--- config.mk ---
export PLATFORM = sky130hd
export DESIGN_NAME = noc_flit_receiver
export DESIGN_NICKNAME = d
export VERILOG_FILES = /design/src/rtl/noc_flit_receiver.sv
export SDC_FILE = /design/constraint.sdc
export NUM_CORES = 1
export LEC_CHECK = 0
export BUFFER_PORTS_ARGS = -buffer_cell sky130_fd_sc_hd__buf_2
export CAP_MARGIN = 0
export CORE_MARGIN = 3
export CORE_UTILIZATION = 35
export DETAILED_ROUTE_END_ITERATION = 8
export GPL_TIMING_DRIVEN = 0
export HOLD_SLACK_MARGIN = 0.12
export MAX_ROUTING_LAYER = met4
export PLACE_DENSITY_LB_ADDON = 0.15
export SYNTH_ARGS = -nofsm -noshare
export SYNTH_HDL_FRONTEND = slang
export SYNTH_SLANG_ARGS = --single-unit
--- constraint.sdc ---
create_clock -name noc_clk -period 3.5 [get_ports noc_clk]
set_input_delay 0.175 -clock noc_clk [delete_from_list [all_inputs] [get_ports noc_clk]]
set_output_delay 0.175 -clock noc_clk [all_outputs]
set_load 0.01 [all_outputs]
--- src/rtl/noc_flit_receiver.sv ---
// Local-port NoC packet receiver: strips header/tail flits and forwards payload through a 2-entry FIFO.
// Build option: define NOC_RX_DEST_CHECK_EN to reject headers not addressed to (X_ID, Y_ID).
module noc_flit_receiver #(
  parameter int         X_ID      = 0,
  parameter int         Y_ID      = 0,
  parameter int         DATA_W    = 64,
  parameter int         ID_W      = 4,
  parameter int         LEN_W     = 8,
  parameter logic [7:0] HEAD_MARK = 8'hF0,
  parameter logic [7:0] TAIL_MARK = 8'h0F
) (
  input  logic              noc_clk,
  input  logic              noc_rst_n,
  input  logic              in_valid,
  output logic              in_ready,
  input  logic [DATA_W-1:0] in_flit,
  input  logic              in_is_header,
  input  logic              in_is_tail,
  output logic              out_valid,
  input  logic              out_ready,
  output logic [DATA_W-1:0] out_data,
  output logic              out_last,
  output logic              pkt_done,
  output logic [ID_W-1:0]   pkt_src_x,
  output logic [ID_W-1:0]   pkt_src_y,
  output logic [LEN_W-1:0]  pkt_len,
  output logic [15:0]       pkt_count,
  output logic              err_flag,
  output logic [2:0]        err_code,
  input  logic              err_clr
);

  // state   | meaning
  // IDLE    | waiting for a header
  // DATA    | receiving payload of the current packet
  // DISCARD | dropping flits up to and including the next tail
  typedef enum logic [1:0] {S_IDLE, S_DATA, S_DISCARD} state_e;

  localparam logic [2:0] ERR_ORPHAN = 3'd1;
  localparam logic [2:0] ERR_HEAD   = 3'd2;
  localparam logic [2:0] ERR_LEN    = 3'd3;
  localparam logic [2:0] ERR_ABORT  = 3'd4;
  localparam logic [2:0] ERR_DEST   = 3'd5;
  localparam logic [2:0] ERR_TAIL   = 3'd6;

  localparam int MK_LO = DATA_W - 8;
  localparam int SX_LO = MK_LO - ID_W;
  localparam int SY_LO = SX_LO - ID_W;
  localparam int DX_LO = SY_LO - ID_W;
  localparam int DY_LO = DX_LO - ID_W;
  localparam int LN_LO = DY_LO - LEN_W;

  state_e             state_q, state_d;
  logic [LEN_W-1:0]   cnt_q, cnt_d, len_q, len_d;
  logic [ID_W-1:0]    src_x_q, src_x_d, src_y_q, src_y_d;
  logic               pkt_done_q;
  logic [ID_W-1:0]    pkt_src_x_q, pkt_src_y_q;
  logic [LEN_W-1:0]   pkt_len_q;
  logic [15:0]        pkt_count_q;
  logic               err_flag_q, err_flag_d;
  logic [2:0]         err_code_q, err_code_d;
  logic [DATA_W-1:0]  fifo_data_q [2];
  logic [1:0]         fifo_last_q;
  logic               wr_ptr_q, rd_ptr_q;
  logic [1:0]         fifo_cnt_q;

  logic [7:0] mark;
  logic       dest_ok, fifo_full, acc, pop, push, push_last, done, err_hit;
  logic [2:0] err_new;
  logic       unused_bits;

  assign mark      = in_flit[DATA_W-1:MK_LO];
  assign fifo_full = (fifo_cnt_q == 2'd2);
  assign in_ready  = (state_q == S_DATA) ? !fifo_full : 1'b1;
  assign acc       = in_valid && in_ready;
  assign out_valid = (fifo_cnt_q != 2'd0);
  assign pop       = out_valid && out_ready;
  assign out_data  = fifo_data_q[rd_ptr_q];
  assign out_last  = fifo_last_q[rd_ptr_q];

`ifdef NOC_RX_DEST_CHECK_EN
  assign dest_ok = (in_flit[DX_LO +: ID_W] == X_ID[ID_W-1:0]) &&
                   (in_flit[DY_LO +: ID_W] == Y_ID[ID_W-1:0]);
`else
  assign dest_ok = 1'b1;
`endif
  assign unused_bits = ^{in_flit, X_ID[ID_W-1:0], Y_ID[ID_W-1:0]};

  always_comb begin
    state_d   = state_q;
    cnt_d     = cnt_q;
    len_d     = len_q;
    src_x_d   = src_x_q;
    src_y_d   = src_y_q;
    push      = 1'b0;
    push_last = 1'b0;
    done      = 1'b0;
    err_hit   = 1'b0;
    err_new   = 3'd0;
    if (acc) begin
      // A header in DATA aborts the current packet and is then decoded like one in IDLE.
      if (in_is_header && state_q != S_DISCARD) begin
        if (mark != HEAD_MARK) begin
          err_hit = 1'b1;
          err_new = ERR_HEAD;
          state_d = S_DISCARD;
        end else if (!dest_ok) begin
          err_hit = 1'b1;
          err_new = ERR_DEST;
          state_d = S_DISCARD;
        end else begin
          src_x_d = in_flit[SX_LO +: ID_W];
          src_y_d = in_flit[SY_LO +: ID_W];
          len_d   = in_flit[LN_LO +: LEN_W];
          cnt_d   = '0;
          state_d = S_DATA;
        end
        if (state_q == S_DATA) begin
          err_hit = 1'b1;
          err_new = ERR_ABORT;
        end
      end else begin
        case (state_q)
          S_IDLE: begin
            err_hit = 1'b1;
            err_new = ERR_ORPHAN;
          end
          S_DATA: begin
            if (in_is_tail) begin
              state_d = S_IDLE;
              if (mark != TAIL_MARK) begin
                err_hit = 1'b1;
                err_new = ERR_TAIL;
              end else if (cnt_q != len_q) begin
                err_hit = 1'b1;
                err_new = ERR_LEN;
              end else begin
                done = 1'b1;
              end
            end else if (cnt_q < len_q) begin
              push      = 1'b1;
              push_last = (cnt_q + LEN_W'(1) == len_q);
              cnt_d     = cnt_q + LEN_W'(1);
            end else begin
              err_hit = 1'b1;
              err_new = ERR_LEN;
              state_d = S_DISCARD;
            end
          end
          S_DISCARD: if (in_is_tail) state_d = S_IDLE;
          default:   state_d = S_IDLE;
        endcase
      end
    end
  end

  // A new error beats a simultaneous clear; otherwise the first error is held.
  always_comb begin
    err_flag_d = err_flag_q;
    err_code_d = err_code_q;
    if (err_hit) begin
      err_flag_d = 1'b1;
      if (!err_flag_q || err_clr) err_code_d = err_new;
    end else if (err_clr) begin
      err_flag_d = 1'b0;
      err_code_d = 3'd0;
    end
  end

  always_ff @(posedge noc_clk or negedge noc_rst_n) begin
    if (!noc_rst_n) begin
      state_q        <= S_IDLE;
      cnt_q          <= '0;
      len_q          <= '0;
      src_x_q        <= '0;
      src_y_q        <= '0;
      pkt_done_q     <= 1'b0;
      pkt_src_x_q    <= '0;
      pkt_src_y_q    <= '0;
      pkt_len_q      <= '0;
      pkt_count_q    <= '0;
      err_flag_q     <= 1'b0;
      err_code_q     <= 3'd0;
      fifo_data_q[0] <= '0;
      fifo_data_q[1] <= '0;
      fifo_last_q    <= '0;
      wr_ptr_q       <= 1'b0;
      rd_ptr_q       <= 1'b0;
      fifo_cnt_q     <= '0;
    end else begin
      state_q    <= state_d;
      cnt_q      <= cnt_d;
      len_q      <= len_d;
      src_x_q    <= src_x_d;
      src_y_q    <= src_y_d;
      err_flag_q <= err_flag_d;
      err_code_q <= err_code_d;
      pkt_done_q <= done;
      if (done) begin
        pkt_src_x_q <= src_x_q;
        pkt_src_y_q <= src_y_q;
        pkt_len_q   <= len_q;
        if (pkt_count_q != 16'hFFFF) pkt_count_q <= pkt_count_q + 16'd1;
      end
      if (push) begin
        fifo_data_q[wr_ptr_q] <= in_flit;
        fifo_last_q[wr_ptr_q] <= push_last;
        wr_ptr_q              <= ~wr_ptr_q;
      end
      if (pop) rd_ptr_q <= ~rd_ptr_q;
      fifo_cnt_q <= fifo_cnt_q + {1'b0, push} - {1'b0, pop};
    end
  end

  assign pkt_done  = pkt_done_q;
  assign pkt_src_x = pkt_src_x_q;
  assign pkt_src_y = pkt_src_y_q;
  assign pkt_len   = pkt_len_q;
  assign pkt_count = pkt_count_q;
  assign err_flag  = err_flag_q;
  assign err_code  = err_code_q;

endmodule

======== Word level (Yosys, flattened, before mapping) ========
Cells that the tools add are included.
storage, ports and cells
  word-level logic and storage cells ...... 129
  output and inout port bits .............. 104
  bits in registers ....................... 197
  bits of input ports ..................... 71
cells by class
  bitwise gates (word level) .............. 5
  magnitude comparators ................... 7
  equal/unequal tests ..................... 15
  multiplexer cells ....................... 62
  reduce and logical (&&, ||, !) cells .... 18
  add/sub/neg operators ................... 4
operators by type and width
  kind                                                                  number
  64-bit two-way mux                                                    4
  128-bit bitwise mux                                                   1
  64-bit demux with 1-bit select                                        1
  8-bit two-way mux                                                     5
  1-bit two-way mux                                                     30
  3-bit two-way mux                                                     8
  16-bit by 1-bit adder with 16-bit output, second input constant       1
  2-bit two-way mux                                                     8
  16-bit != test, second input constant                                 1
  8-bit by 1-bit adder with 8-bit output, second input constant         1
  8-bit equality test                                                   1
  8-bit < comparator                                                    1
  8-bit by 4-bit != test with 1-bit output, second input constant       1
  8-bit != test                                                         1
  8-bit != test, second input constant                                  1
  2-bit nonzero test                                                    4
  2-bit != test, second input constant                                  3
  2-bit case mux with 3 select lines                                    1
  3-bit case mux with 2 select lines                                    1
  1-bit logical AND                                                     5
  5-bit AND reduction                                                   1
  2-bit equality test, second input constant                            2
  2-bit >= comparator, second input constant                            2
  1-bit by 2-bit < comparator with 1-bit output, second input constant  2
  19 further kinds                                                      25

======== Depth between registers and ports, before layout ========
  word-level depth ........................ 9
  depth in mapped cells ................... 13
  gate-level depth less buffers ........... 11

======== Worst setup path before layout ========
No wires, ideal clock.
  path type ............................... register -> register
  start point ............................. register cnt_q[1]
  end point ............................... register fifo_cnt_q[1]
  setup time .............................. 0.123 ns
  arrival ................................. 2.525 ns
  required time ........................... 3.377 ns
  stages on the path, launching flop included .. 13
  slack ................................... 0.852 ns
  clock period less this slack ............ 2.648 ns
  buffers on the path ..................... 2
  cells stage by stage .................... dfrtp_1 ha_1 nor2b_1 o211ai_1 a21oi_1 or4_1 buf_6 clkbuf_1 ha_1 inv_1 ha_1 xnor2_1 xnor2_1
on the way
  word-level cells in the longest chain between the ends .. 8
ends and longest elaborated chain
  item                                         line  text
  start, declared                              54    logic [LEN_W-1:0] cnt_q, cnt_d, len_q, len_d;
  start signal, assigned                       192   cnt_q <= cnt_d;
  8-bit < comparator                           140   end else if (cnt_q < len_q) begin
  1-bit two-way mux                            140
  1-bit two-way mux                            129   if (in_is_tail) begin
  1-bit two-way mux                            123   case (state_q)
  1-bit two-way mux                            102   if (in_is_header && state_q != S_DISCARD) begin
  1-bit two-way mux                            100   if (acc) begin
  2-bit by 1-bit adder with 2-bit output       211   fifo_cnt_q <= fifo_cnt_q + {1'b0, push} - {1'b0, pop};
  2-bit by 1-bit subtractor with 2-bit output  211
  end signal, assigned                         211
  end, declared                                65    logic [1:0] fifo_cnt_q;
No other way between the ends.
A chain may end at the register's enable or synchronous reset.

======== Worst setup path after layout ========
  start point ............................. register cnt_q[1]
  end point ............................... register fifo_data_q[44] (netlist name)
on the way
  word-level cells in the longest chain between the ends .. 6
ends and longest elaborated chain
  item                           line  text
  8-bit < comparator             140
  1-bit two-way mux              140
  1-bit two-way mux              129
  1-bit two-way mux              123
  1-bit two-way mux              102
  1-bit two-way mux              100
  end signal, assigned by index  206   fifo_data_q[wr_ptr_q] <= in_flit;
  end, declared                  62    logic [DATA_W-1:0] fifo_data_q [2];
No other way between the ends.

==> flow_summary.yaml <==
logic_synthesis:
  ys_seq_area_frac: 0.538
  ys_dominant_reg_cell: "dfrtp_1"
  syn_area_per_cell_um2: 14.2
  synth_compound_area_frac: 0.0246
  synth-edff-count: 0
  syn_nets: 730
  synthXorXnorAreaFrac: 0.0315
  synth_seq_cells: 197
  synth_top_area_frac: 0.538
  syn_area_um2: 9160
  synthCells: 647
  muxShareOfSynthArea: 0.294
  yosys.area_share.adder: 0.0164
  yosysWarnings: 0
  netlist-cell-type-count: 48
  synth_largest_area_cell: "dfrtp_1"
  async_flop_share: 1.00
  yosysMostFrequentCell: "dfrtp_1"
  synth_top_family_by_area: "multiplexers"
  ys_top_cells_by_count: "dfrtp_1 (197), mux2_2 (162), mux2_4 (50), xnor2_1 (28), o21ai_0 (23)"
  yosys.area_share.simple: 0.0642
  synth_area_leaders: "dfrtp_1 (54%), mux2_2 (20%), mux2_4 (8.2%)"
hold_path:
  min_path_type: "input port to flop"
final_layout:
  fill_cells: 2327
  final_cells: 1251
  antenna_cells: 0
  area_delta_synth_final_pct: 28.2
  final_core_util: 0.461
  nets: 991
  drive_gt1_frac: 0.482
  fin_area_um2: 11700
critical_path:
  cp.required_ns: 3.81
  endpoint_kind: "flop"
  cp.arrival_ns: 3.35
  critPathLaunchType: "flop"
  timing.critical_path.fanout_max: 10
  worstSetupPathType: "flop to flop"
sta:
  worstMarginPinSlew_ns: 0.867
  max_slew_margin: 0.418
  timing.final.crit_period_ns: 3.03
  worst_slack_ns: 0.465
  max_freq_mhz: 330
  fin_crit_sh: 0.867
  drv_slew: 0
  worst_clock_skew_ns: 0.0123
  setup_viol: 0
  tns_ns: 0
  finalHoldViolCount: 0
  rsz0062_at_grt: "no"
clocking:
  cts_made_buffers: 17
  cts_root_buf: "clkbuf_16"
  h-tree-depth: 4
  cts_hold_buf: 67
  clk_pin_slew_worst_paths_ns: 0.07
  clkSinkCount: 197
  postCtsSetupRepairBufs: 0
  cts_tree: "done"
  cts_buffer_depth: 2
  clock_latency_ns: 0.43
  cts_resized: 0
global_route:
  grt_overflow: 0
  grt_pass1_wl_um: 34800
  grt_max_degree: 111
  grt_pass1_vias: 6276
  track_usage: 0.160
  antenna_found_initial: 0
floorplanning:
  num_io_pins: 175
  dieHeight_um: 168
  die-area_um2: 28200
  initial_core_util: 0.360
  core_area_um2: 25500
  die_w_um: 168
  std_cell_rows: 58
route:
  drt-initial-drc-count: 188
  ant_nets: 0
  drc: 0
  vias: 5929
  wl_um: 21600
  viasPerCell: 4.74
  routedWlPerCell_um: 17.3
  first_pass_iters: 4
place:
  dpl_cell_area_um2: 10500
  placed_cells: 1152
  gp_congestion: 0.780
  dpl.hpwl_um: 14800
  post-place-ws_ns: 0.387
  port_buffers: 174
power_and_ir_drop:
  p_leak_nw: 6.08
  p_per_area_nw_per_um2: 448
  vdd_drop_max_mv: 0.229
run:
  maxCapViolations: 0
run_status:
  status: "finished clean"
sequential cells by signal, indices dropped and copies added (netlist names), 4 cells and up:
| register | flops |
|---|---|
| src_y_q | 4 |
| pkt_src_x | 4 |
| pkt_src_y | 4 |
| src_x_q | 4 |
| cnt_q | 8 |
| fifo_data_q | 128 |
| pkt_count | 16 |
| len_q | 8 |
| pkt_len | 8 |
area by class of cell:
| class | instances | area (um2) | share of cell area |
|---|---|---|---|
| Buffer | 28 | 226 | 0.0193 |
| Clock buffer | 18 | 429 | 0.0365 |
| Clock inverter | 14 | 163 | 0.0138 |
| Inverter | 15 | 56.3 | 0.00479 |
| Multi-Input combinational cell | 407 | 3950 | 0.336 |
| Sequential cell | 197 | 4930 | 0.420 |
| Tap cell | 330 | 413 | 0.0352 |
| Timing Repair Buffer | 242 | 1580 | 0.134 |
power breakdown:
group | total (mW) | internal (mW) | switching [mW]
registers | 2.42 | 2.36 | 0.0605
logic | 0.815 | 0.395 | 0.420
clock network | 2.02 | 1.08 | 0.946
cell families after synthesis:
kind of cell	Yosys count
buf+inv	43
xor+xnor	33
simple gates	100
mux	223
compound gates	39
fa+ha+maj	12
flops	197
per-layer routing:
| layer | up-vias | part of all wire | global-route usage |
|---|---|---|---|
| met5 | - | 0 | - |
| met4 | 0 | 0.0093 | 0.0359 |
| li1 | 2821 | - | - |
| met3 | 13 | 0.049 | 0.0413 |
| met2 | 132 | 0.47 | 0.244 |
| met1 | 2963 | 0.48 | 0.216 |
through the flow:
stage / power, mW / hold WS (ns)
4_1_cts: 5.37 / 0.134
5_1_grt: 5.52 / 0.151
3_5_place_dp: 3.25 / 0.315
3_3_place_gp: 3.24 / 0.411
6_report: 5.26 / 0.140
2_1_floorplan: 2.93 / -0.121
cell usage in the layout (no fill, tap or decap), types with 2 or more instances in the layout:
cell	Yosys	final
a21oi_1	7	7
and2_1	3	3
and3_1	9	9
and4_1	2	2
buf_12	6	6
buf_2	10	183
bufinv_16	0	2
clkbuf_1	10	11
clkbuf_16	0	17
clkinvlp_4	0	3
dfrtp_1	197	197
dlygate4sd3_1	0	67
ha_1	12	12
inv_1	15	15
inv_6	0	5
inv_8	0	2
mux2_1	9	9
mux2_2	162	162
mux2_4	50	50
mux2i_1	2	2
nand2_1	21	21
nand2b_1	3	3
nand3_1	14	14
nand3b_1	3	3
nand4_1	7	7
nor2_1	12	12
nor2_4	2	2
nor2b_1	7	7
nor3_1	2	2
nor4_1	3	3
o21ai_0	23	23
o31ai_1	3	3
xnor2_1	28	28
xor2_1	5	5
worst max-delay path, cell delays in order (launching register included):
cell,delay (ns)
dfrtp_1,0.43
ha_1,0.31
nor2b_1,0.13
o211ai_1,0.19
a21oi_1,0.12
nor3_2,0.37
and3_1,0.30
buf_2,0.33
buf_2,0.36
mux2_2,0.37
path summary, 6_finish.rpt:
path | start | endpoint | slack (ns) | cells after the start
min | out_ready | rd_ptr_q$_DFFE_PN0P_ | 0.14 | 3
max in group asynchronous | noc_rst_n | fifo_data_q[78]$_DFFE_PN0P_ | 2.14 | 3
min reg2reg | fifo_data_q[57]$_DFFE_PN0P_ | fifo_data_q[57]$_DFFE_PN0P_ | 0.49 | 1
max | cnt_q[1]$_DFFE_PN0P_ | fifo_data_q[44]$_DFFE_PN0P_ | 0.47 | 9
max reg2reg | cnt_q[1]$_DFFE_PN0P_ | fifo_data_q[44]$_DFFE_PN0P_ | 0.47 | 9
min in group asynchronous | noc_rst_n | pkt_count[8]$_DFFE_PN0P_ | 0.41 | 2
Power figures use the tool's default switching activity.
